<file path="config.mk">
export PLATFORM = sky130hd
export DESIGN_NAME = ksa_shuffle
export DESIGN_NICKNAME = d
export VERILOG_FILES = /design/src/rtl/ksa_shuffle.sv
export SDC_FILE = /design/constraint.sdc
export NUM_CORES = 1
export LEC_CHECK = 0
export ABC_AREA = 1
export BUFFER_PORTS_ARGS = -buffer_cell sky130_fd_sc_hd__buf_2
export CAP_MARGIN = 25
export CELL_PAD_IN_SITES_DETAIL_PLACEMENT = 0
export CELL_PAD_IN_SITES_GLOBAL_PLACEMENT = 1
export CORE_MARGIN = 4
export CORE_UTILIZATION = 40
export DETAILED_ROUTE_END_ITERATION = 8
export HOLD_SLACK_MARGIN = 0.05
export PLACE_DENSITY_LB_ADDON = 0.1
export SKIP_CTS_REPAIR_TIMING = 1
export SLEW_MARGIN = 20
export SYNTH_ARGS = -nofsm -noshare
export SYNTH_HDL_FRONTEND = slang
export SYNTH_SLANG_ARGS = --single-unit
</file>
<file path="constraint.sdc">
create_clock -name clk -period 3.5 [get_ports clk]
set_input_delay 0.7 -clock clk [delete_from_list [all_inputs] [get_ports clk]]
set_output_delay 0.7 -clock clk [all_outputs]
set_load 0.1 [all_outputs]
</file>
<file path="src/rtl/ksa_shuffle.sv">
// RC4 key-scheduling shuffle over a 256-byte S memory that already holds S[k]=k.
// Each iteration reads S[i] and S[j], then writes them back swapped (6 cycles per i).
module ksa_shuffle (
    input  logic        clk,
    input  logic        reset_n,
    input  logic        start,
    input  logic [23:0] secret_key,
    input  logic [7:0]  q,
    output logic        done,
    output logic [7:0]  address,
    output logic [7:0]  data,
    output logic        wren,
    output logic [2:0]  state_dbg
);

    typedef enum logic [2:0] {
        S_IDLE     = 3'd0,
        S_RD_SI    = 3'd1,
        S_LATCH_SI = 3'd2,
        S_RD_SJ    = 3'd3,
        S_LATCH_SJ = 3'd4,
        S_WR_I     = 3'd5,
        S_WR_J     = 3'd6,
        S_DONE     = 3'd7
    } state_t;

    state_t     state, state_next;
    logic [7:0] i, j, si, sj;
    logic [1:0] kidx;       // tracks i mod 3 without a divider
    logic [7:0] key_byte;

    // Handshake: start is a request level sampled only in IDLE; done is a level
    // held in DONE until start drops, after which the block returns to IDLE.

    always_comb begin
        key_byte = secret_key[23:16];
        case (kidx)
            2'd1:    key_byte = secret_key[15:8];
            2'd2:    key_byte = secret_key[7:0];
            default: key_byte = secret_key[23:16];
        endcase
    end

    always_ff @(posedge clk or negedge reset_n) begin
        if (!reset_n) begin
            state <= S_IDLE;
            i     <= 8'd0;
            j     <= 8'd0;
            si    <= 8'd0;
            sj    <= 8'd0;
            kidx  <= 2'd0;
        end else begin
            state <= state_next;
            case (state)
                S_IDLE: begin
                    if (start) begin
                        i    <= 8'd0;
                        j    <= 8'd0;
                        kidx <= 2'd0;
                    end
                end
                S_LATCH_SI: begin
                    si <= q;
                    j  <= j + q + key_byte;
                end
                S_LATCH_SJ: begin
                    sj <= q;
                end
                S_WR_J: begin
                    if (i != 8'd255) begin
                        i    <= i + 8'd1;
                        kidx <= (kidx == 2'd2) ? 2'd0 : kidx + 2'd1;
                    end
                end
                default: ;
            endcase
        end
    end

    // Outputs are decoded purely from registered state, so reset clears them at once.
    always_comb begin
        state_next = state;
        done       = 1'b0;
        wren       = 1'b0;
        address    = 8'd0;
        data       = 8'd0;
        case (state)
            S_IDLE:     if (start) state_next = S_RD_SI;
            S_RD_SI: begin
                address    = i;
                state_next = S_LATCH_SI;
            end
            S_LATCH_SI: state_next = S_RD_SJ;
            S_RD_SJ: begin
                address    = j;
                state_next = S_LATCH_SJ;
            end
            S_LATCH_SJ: state_next = S_WR_I;
            S_WR_I: begin
                address    = i;
                data       = sj;
                wren       = 1'b1;
                state_next = S_WR_J;
            end
            S_WR_J: begin
                address    = j;
                data       = si;
                wren       = 1'b1;
                state_next = (i == 8'd255) ? S_DONE : S_RD_SI;
            end
            S_DONE: begin
                done = 1'b1;
                if (!start) state_next = S_IDLE;
            end
            default:    state_next = S_IDLE;
        endcase
    end

    assign state_dbg = state;

endmodule
</file>
==> impl_metrics.env, run 1 <==
export IMPL_status="finished, final reports clean"
export IMPL_ctsHtreeMaxLevel=2
export IMPL_drt_drc_violations_left=0
export IMPL_num_io_pins=56
export IMPL_ant_nets=0
export IMPL_floorplan_rows=28
export IMPL_finish_cell_count_without_fillers=439
export IMPL_cellLeakagePower_nw=1.513
export IMPL_final_setup_violations=0
export IMPL_tightest_slew_ps=847.8
export IMPL_report_final_hold_viol_count=0
export IMPL_final_nets=416
export IMPL_wl_per_cell_um=14.57
export IMPL_dominantRegCellSynth="sky130_fd_sc_hd__dfrtp_1"
export IMPL_globalRoute_totalOverflow=0
export IMPL_synth_edff_count=0
export IMPL_cts_made_buffers=5
export IMPL_post_route_min_period_ps=2860
export IMPL_critical_path_endpoint="j[7]"
export IMPL_grt_max_degree=38
export IMPL_post_synth_num_cell_types=34
export IMPL_postSynthAreaPerCell_um2=8.157
export IMPL_synthDominantCellAreaShare_pct=37.09
export IMPL_ys_seq_elements=37
export IMPL_drt_total_wl_um=6397
export IMPL_clock_tree_root_cell="sky130_fd_sc_hd__clkbuf_8"
export IMPL_initial_detailed_routing_violation_count=86
export IMPL_place_congestion=0.8624
export IMPL_finClkSkew_ps=6.071
export IMPL_grt_antenna_before_repair=0
export IMPL_timing_critical_path_arrival_ps=3050
export IMPL_critical_setup_path_class="register to register"
export IMPL_asyncSetResetFlopFracSynth_pct=100.0
export IMPL_tritoncts="done"
export IMPL_vias_in_the_first_global_route=2124
export IMPL_first_pass_grt_wire_length_um=10210
export IMPL_cp_required_ps=3690
export IMPL_synth_fp_nets=359
export IMPL_route_vias_total=2209
export IMPL_die_w_um=87.00
export IMPL_timing_final_crit_share_pct=81.71
export IMPL_rrSetupSlack_ps=640
export IMPL_critical_path_startpoint_type="register"
export IMPL_r2r_end="j[7]"
export IMPL_synth_warning_count=0
export IMPL_via_per_inst=5.032
export IMPL_timing_hold_worst_class="register to register"
export IMPL_port_buffer_count=55
export IMPL_clk_pin_slew_ps=80
export IMPL_cell_area_after_synthesis_um2=2496
export IMPL_clock_fmax_mhz=349.7
export IMPL_fill_cells=619
export IMPL_dpl_cell_count=431
export IMPL_vdd_ir_drop_worst_uv=301.4
export IMPL_post_route_util_pct=49.19
export IMPL_worst_r2r_path_depth=15
export IMPL_initial_utilization_pct=41.67
export IMPL_worst_hold_slack_ps=492.7
export IMPL_end_kind="register"
export IMPL_maxCapViolations=0
export IMPL_cts_root_to_sink_buffers=2
export IMPL_report_final_slew_viol_count=0
export IMPL_clk_latency_ps=290
export IMPL_crit_fanout=7
export IMPL_fp_dieArea_um2=7568
export IMPL_pwrdens_nw_per_um2=493.0
export IMPL_dr_pass1_iters=4
export IMPL_layout_drive_gt1_share_pct=24.45
export IMPL_timing_slew_headroom_pct=43.48
export IMPL_reg2reg_from="kidx[0]"
export IMPL_synth_top_cells_by_area="sky130_fd_sc_hd__dfrtp_1, sky130_fd_sc_hd__nand2_1, sky130_fd_sc_hd__inv_1"
export IMPL_hpwl_dp_um=5019
export IMPL_clock_sink_count=37
export IMPL_diodes=0
export IMPL_synthDominantAreaCellType="sky130_fd_sc_hd__dfrtp_1"
export IMPL_setup_worst_path_start="kidx[0]"
export IMPL_track_usage_pct=17.59
export IMPL_fp_coreArea_um2=5991
export IMPL_die_h_um=87.00
export IMPL_flow_area_growth_from_synthesis_pct=18.05
export IMPL_postSynthCellCount=306
export IMPL_sequential_to_total_area_share_from_yosys_stat_pct=37.09
export IMPL_grt_setup_unrepaired="no"
sequential cells by signal, summed over array words and instances (netlist names):
name and count:
si 8, j 8, sj 8, kidx 2, state_dbg 3, i 8
cells in the mapped netlist (3+ instances only):
| library cell | instances |
|---|---|
| sky130_fd_sc_hd__clkbuf_1 | 4 |
| sky130_fd_sc_hd__o21ai_2 | 8 |
| sky130_fd_sc_hd__o22ai_1 | 10 |
| sky130_fd_sc_hd__a21oi_1 | 14 |
| sky130_fd_sc_hd__nand3_1 | 16 |
| sky130_fd_sc_hd__fa_1 | 8 |
| sky130_fd_sc_hd__nor2_1 | 17 |
| sky130_fd_sc_hd__inv_2 | 3 |
| sky130_fd_sc_hd__nor3_1 | 4 |
| sky130_fd_sc_hd__nand2_1 | 65 |
| sky130_fd_sc_hd__ha_1 | 10 |
| sky130_fd_sc_hd__o21ai_0 | 29 |
| sky130_fd_sc_hd__dfrtp_1 | 37 |
| sky130_fd_sc_hd__inv_1 | 43 |
| sky130_fd_sc_hd__nand4_1 | 5 |
| sky130_fd_sc_hd__a32o_1 | 8 |
area by class of cell:
class,count,area [um^2],area share [%]
multi-input combinational,213,1325,44.97
sequential,37,925.9,31.42
timing repair buffer,59,305.3,10.36
inverter,47,181.4,6.157
tap,75,93.84,3.185
clock buffer,5,68.82,2.335
clock inverter,3,46.29,1.571
power by group:
part	total (W)	internal (W)	switching, W
Combinational	0.000540	0.000219	0.000321
Sequential	0.000528	0.000484	0.0000444
Clock	0.000385	0.000213	0.000171
Total	0.00145	0.000916	0.000536
worst min-delay path by stage:
stage | start | to | slack (ps) | depth (start not counted)
4_1_cts | si[5] | si[5] | 500 | 2
6_report | si[6] | si[6] | 490 | 2
3_5_place_dp | si[5] | si[5] | 470 | 2
3_3_place_gp | si[6] | si[6] | 470 | 2
5_1_grt | sj[2] | sj[2] | 510 | 2
2_1_floorplan | reset_n | i[0] | 400 | 0
critical path, cell delays in order, from the launching register on:
cell and delay, ps:
sky130_fd_sc_hd__dfrtp_1 360, sky130_fd_sc_hd__inv_1 80, sky130_fd_sc_hd__ha_1 310, sky130_fd_sc_hd__inv_1 120
sky130_fd_sc_hd__a21oi_1 140, sky130_fd_sc_hd__a21oi_1 90, sky130_fd_sc_hd__fa_1 490, sky130_fd_sc_hd__ha_1 180
sky130_fd_sc_hd__inv_1 70, sky130_fd_sc_hd__fa_1 420, sky130_fd_sc_hd__nor3_1 210, sky130_fd_sc_hd__nor2_1 90
sky130_fd_sc_hd__inv_1 50, sky130_fd_sc_hd__nand2_1 40, sky130_fd_sc_hd__nand3_1 50, sky130_fd_sc_hd__nand2_1 50
logic make-up after synthesis:
logic type,after synthesis,share of synthesized area (%)
compound gates,75,19.40
buf+inv,56,9.824
flops,37,37.09
xor+xnor,3,1.053
fa+ha+maj,18,11.43
simple gates,117,21.20
through the flow:
step / setup TNS (ps) / setup WS [ps] / cell area (um^2) / total power, W
floorplan: -2621 / -365.7 / 2496 / 0.0009305
global placement: 0 / 738.6 / 2831 / 0.001078
detailed placement: 0 / 670.5 / 2831 / 0.001080
CTS: 0 / 634.4 / 2947 / 0.001470
global route: 0 / 478.7 / 2947 / 0.001582
finish: 0 / 640.3 / 2947 / 0.001453
cell usage in the layout (no fill, tap or decap), drive strengths merged, types with 10 or more instances in the layout:
cell type	count
o22ai	11
o21ai	40
nor2	20
nand3	18
buf	59
inv	47
nand2	67
ha	10
dfrtp	37
a21oi	14
per-layer routing:
layer	global-route usage, %	wire length [um]	vias to the layer above
li1	-	-	1131
met1	23.87	2966	1038
met2	28.92	3134	34
met3	3.311	220	6
met4	4.249	75	0
met5	0	0	-
Note: power is estimated with default switching activity, not from simulation.
==> run 2, diff against run 1 <==
- ABC_AREA: 1 -> 0
- CORE_UTILIZATION: 40 -> 37
- clock period: 3.5 -> 2.4 ns (I/O delays scaled with it)
==> run 2 against run 1 <==
Net effect:
- the run now ends with negative setup slack left
- largest cell class unchanged
- sequential share of layout area decreased by 4.0 points
- first-iteration DRC count increased by 4.7%
- design area increased by 15%
- cell count decreased by 11%
- maximum frequency increased by 3.0%
- register-to-register slack got worse by 1000 ps
- critical path depth decreased by 4
==> impl_metrics.env, run 2 <==
export IMPL_grt_setup_unrepaired="yes"
export IMPL_clk_pin_slew_ps=90
export IMPL_failed_checks="negative setup slack"
export IMPL_critical_setup_path_class="register to register"
export IMPL_initial_detailed_routing_violation_count=90
export IMPL_final_setup_violations=14
export IMPL_final_nets=367
export IMPL_cts_made_buffers=5
export IMPL_fp_coreArea_um2=6386
export IMPL_layout_drive_gt1_share_pct=41.27
export IMPL_dominantRegCellSynth="sky130_fd_sc_hd__dfrtp_1"
export IMPL_end_kind="register"
export IMPL_ctsHtreeMaxLevel=2
export IMPL_first_pass_grt_wire_length_um=10670
export IMPL_layout_cells_most_common_list="sky130_fd_sc_hd__buf_2, sky130_fd_sc_hd__nand2_1, sky130_fd_sc_hd__dfrtp_1"
export IMPL_finClkSkew_ps=14.36
export IMPL_track_usage_pct=17.59
export IMPL_timing_critical_path_arrival_ps=2950
export IMPL_vias_in_the_first_global_route=2130
export IMPL_most_common_library_cell_in_the_layout_ignoring_fill_and_taps="sky130_fd_sc_hd__buf_2"
export IMPL_ys_seq_elements=37
export IMPL_grt_antenna_before_repair=0
export IMPL_synth_warning_count=0
export IMPL_synth_common_cells="sky130_fd_sc_hd__dfrtp_1, sky130_fd_sc_hd__nand2_1, sky130_fd_sc_hd__nor2_1"
export IMPL_worst_hold_slack_ps=178.7
export IMPL_status="finished, violations left"
export IMPL_synth_fp_nets=306
export IMPL_port_buffer_count=55
export IMPL_timing_slew_headroom_pct=43.29
export IMPL_synth_edff_count=0
export IMPL_postSynthAreaPerCell_um2=9.688
export IMPL_sequential_to_total_area_share_from_yosys_stat_pct=37.77
export IMPL_clock_tree_root_cell="sky130_fd_sc_hd__clkbuf_8"
export IMPL_clock_fmax_mhz=360.0
export IMPL_post_route_min_period_ps=2778
export IMPL_globalRoute_totalOverflow=0
export IMPL_post_synth_num_cell_types=45
export IMPL_cp_required_ps=2570
export IMPL_synth_top_cells_by_area="sky130_fd_sc_hd__dfrtp_1, sky130_fd_sc_hd__fa_1, sky130_fd_sc_hd__nand2_1"
export IMPL_worst_r2r_path_depth=11
export IMPL_tightest_slew_ps=848.9
export IMPL_grt_max_degree=27
export IMPL_drt_drc_violations_left=0
export IMPL_crit_fanout=7
export IMPL_clock_sink_count=37
export IMPL_drt_total_wl_um=6288
export IMPL_report_final_hold_viol_count=0
export IMPL_setup_slack_ps=-377.7
export IMPL_num_io_pins=56
export IMPL_cell_area_after_synthesis_um2=2451
export IMPL_report_final_slew_viol_count=0
export IMPL_ant_nets=0
export IMPL_dr_pass1_iters=4
export IMPL_timing_hold_worst_class="primary input to asynchronous set/reset pin"
export IMPL_diodes=0
export IMPL_die_w_um=89.39
export IMPL_fp_dieArea_um2=7991
export IMPL_floorplan_rows=29
export IMPL_flow_area_growth_from_synthesis_pct=38.18
export IMPL_cts_root_to_sink_buffers=2
export IMPL_synthMostInstantiatedCell="sky130_fd_sc_hd__dfrtp_1"
export IMPL_maxCapViolations=0
export IMPL_die_h_um=89.39
export IMPL_route_vias_total=2025
export IMPL_synthDominantCellAreaShare_pct=37.77
export IMPL_synthDominantAreaCellType="sky130_fd_sc_hd__dfrtp_1"
export IMPL_place_congestion=0.7620
export IMPL_timing_final_crit_share_pct=115.7
export IMPL_initial_utilization_pct=38.38
export IMPL_asyncSetResetFlopFracSynth_pct=100.0
export IMPL_post_route_util_pct=53.04
export IMPL_via_per_inst=5.166
export IMPL_tritoncts="done"
export IMPL_wl_per_cell_um=16.04
export IMPL_critical_path_startpoint_type="register"
export IMPL_hpwl_dp_um=4942
export IMPL_clk_latency_ps=300
export IMPL_postSynthCellCount=253
## run 2: cell count changes after synthesis, moves of 9 or more
| cell | change |
|---|---|
| sky130_fd_sc_hd__nor2b_1 | +10 |
| sky130_fd_sc_hd__a22oi_1 | +16 |
| sky130_fd_sc_hd__inv_1 | -35 |
| sky130_fd_sc_hd__a22o_1 | +12 |
| sky130_fd_sc_hd__o21ai_0 | -21 |
| sky130_fd_sc_hd__nand2_1 | -29 |
| sky130_fd_sc_hd__o22ai_1 | -9 |
## run 2: cells by family (layout without fill, tap and decap cells)
group	Yosys count	in the layout	synth area share, %
AOI/OAI and AO/OA	66	66	19.81
muxes	9	9	4.084
buffers and inverters	25	87	4.747
DFF	37	37	37.77
adders and majority gates	18	18	11.64
xor gates and xnor gates	7	7	2.501
and+or+nand+nor	91	91	19.45
## run 2: metrics by stage
step	TNS, ps	instance area, um^2	cells	worst slack [ps]
global placement	-1366	3263	384	-390.3
floorplan	-1180	2610	253	-327.9
CTS	-3265	3378	392	-459.3
finish	-2371	3387	392	-377.7
detailed placement	-1838	3263	384	-461.2
global route	-4308	3387	392	-496.7
## run 2: layout make-up
cell class | count | area, um^2
Fill cell | 608 | 2999
Multi-Input combinational cell | 191 | 1553
Sequential cell | 37 | 929.6
Timing Repair Buffer | 71 | 663.1
Tap cell | 77 | 96.34
Clock buffer | 5 | 68.82
Clock inverter | 3 | 46.29
Inverter | 8 | 30.03
## run 2: metal layers
metal  global-route usage [%]  wire length [um]
met1                    23.55              2911
met2                    29.00              3099
met3                    3.226               198
met4                    5.142                78
met5                        0                 0
## run 2: worst paths after layout
kind	from	to	slack, ps
max	kidx[0]	j[6]	-380
min	reset_n	i[2]	180
max reg2reg	kidx[0]	j[6]	-380
min reg2reg	si[5]	si[5]	480
max in group asynchronous	reset_n	si[0]	1590
min in group clk	q[7]	si[7]	430
## run 2: worst max-delay path, cell delays in order (launching register included)
cell and delay, ps:
sky130_fd_sc_hd__dfrtp_1 380, sky130_fd_sc_hd__inv_2 70, sky130_fd_sc_hd__ha_2 230, sky130_fd_sc_hd__a22oi_2 210, sky130_fd_sc_hd__a21oi_4 80, sky130_fd_sc_hd__fa_1 570, sky130_fd_sc_hd__ha_1 230, sky130_fd_sc_hd__a21o_1 150
sky130_fd_sc_hd__a21o_1 180, sky130_fd_sc_hd__a21oi_2 130, sky130_fd_sc_hd__nor4b_1 60, sky130_fd_sc_hd__or3_1 350
Power of run 2 is left out: the tool's default activity adds up to more than one toggle a clock period on the data nets, which glitch-free logic cannot reach.
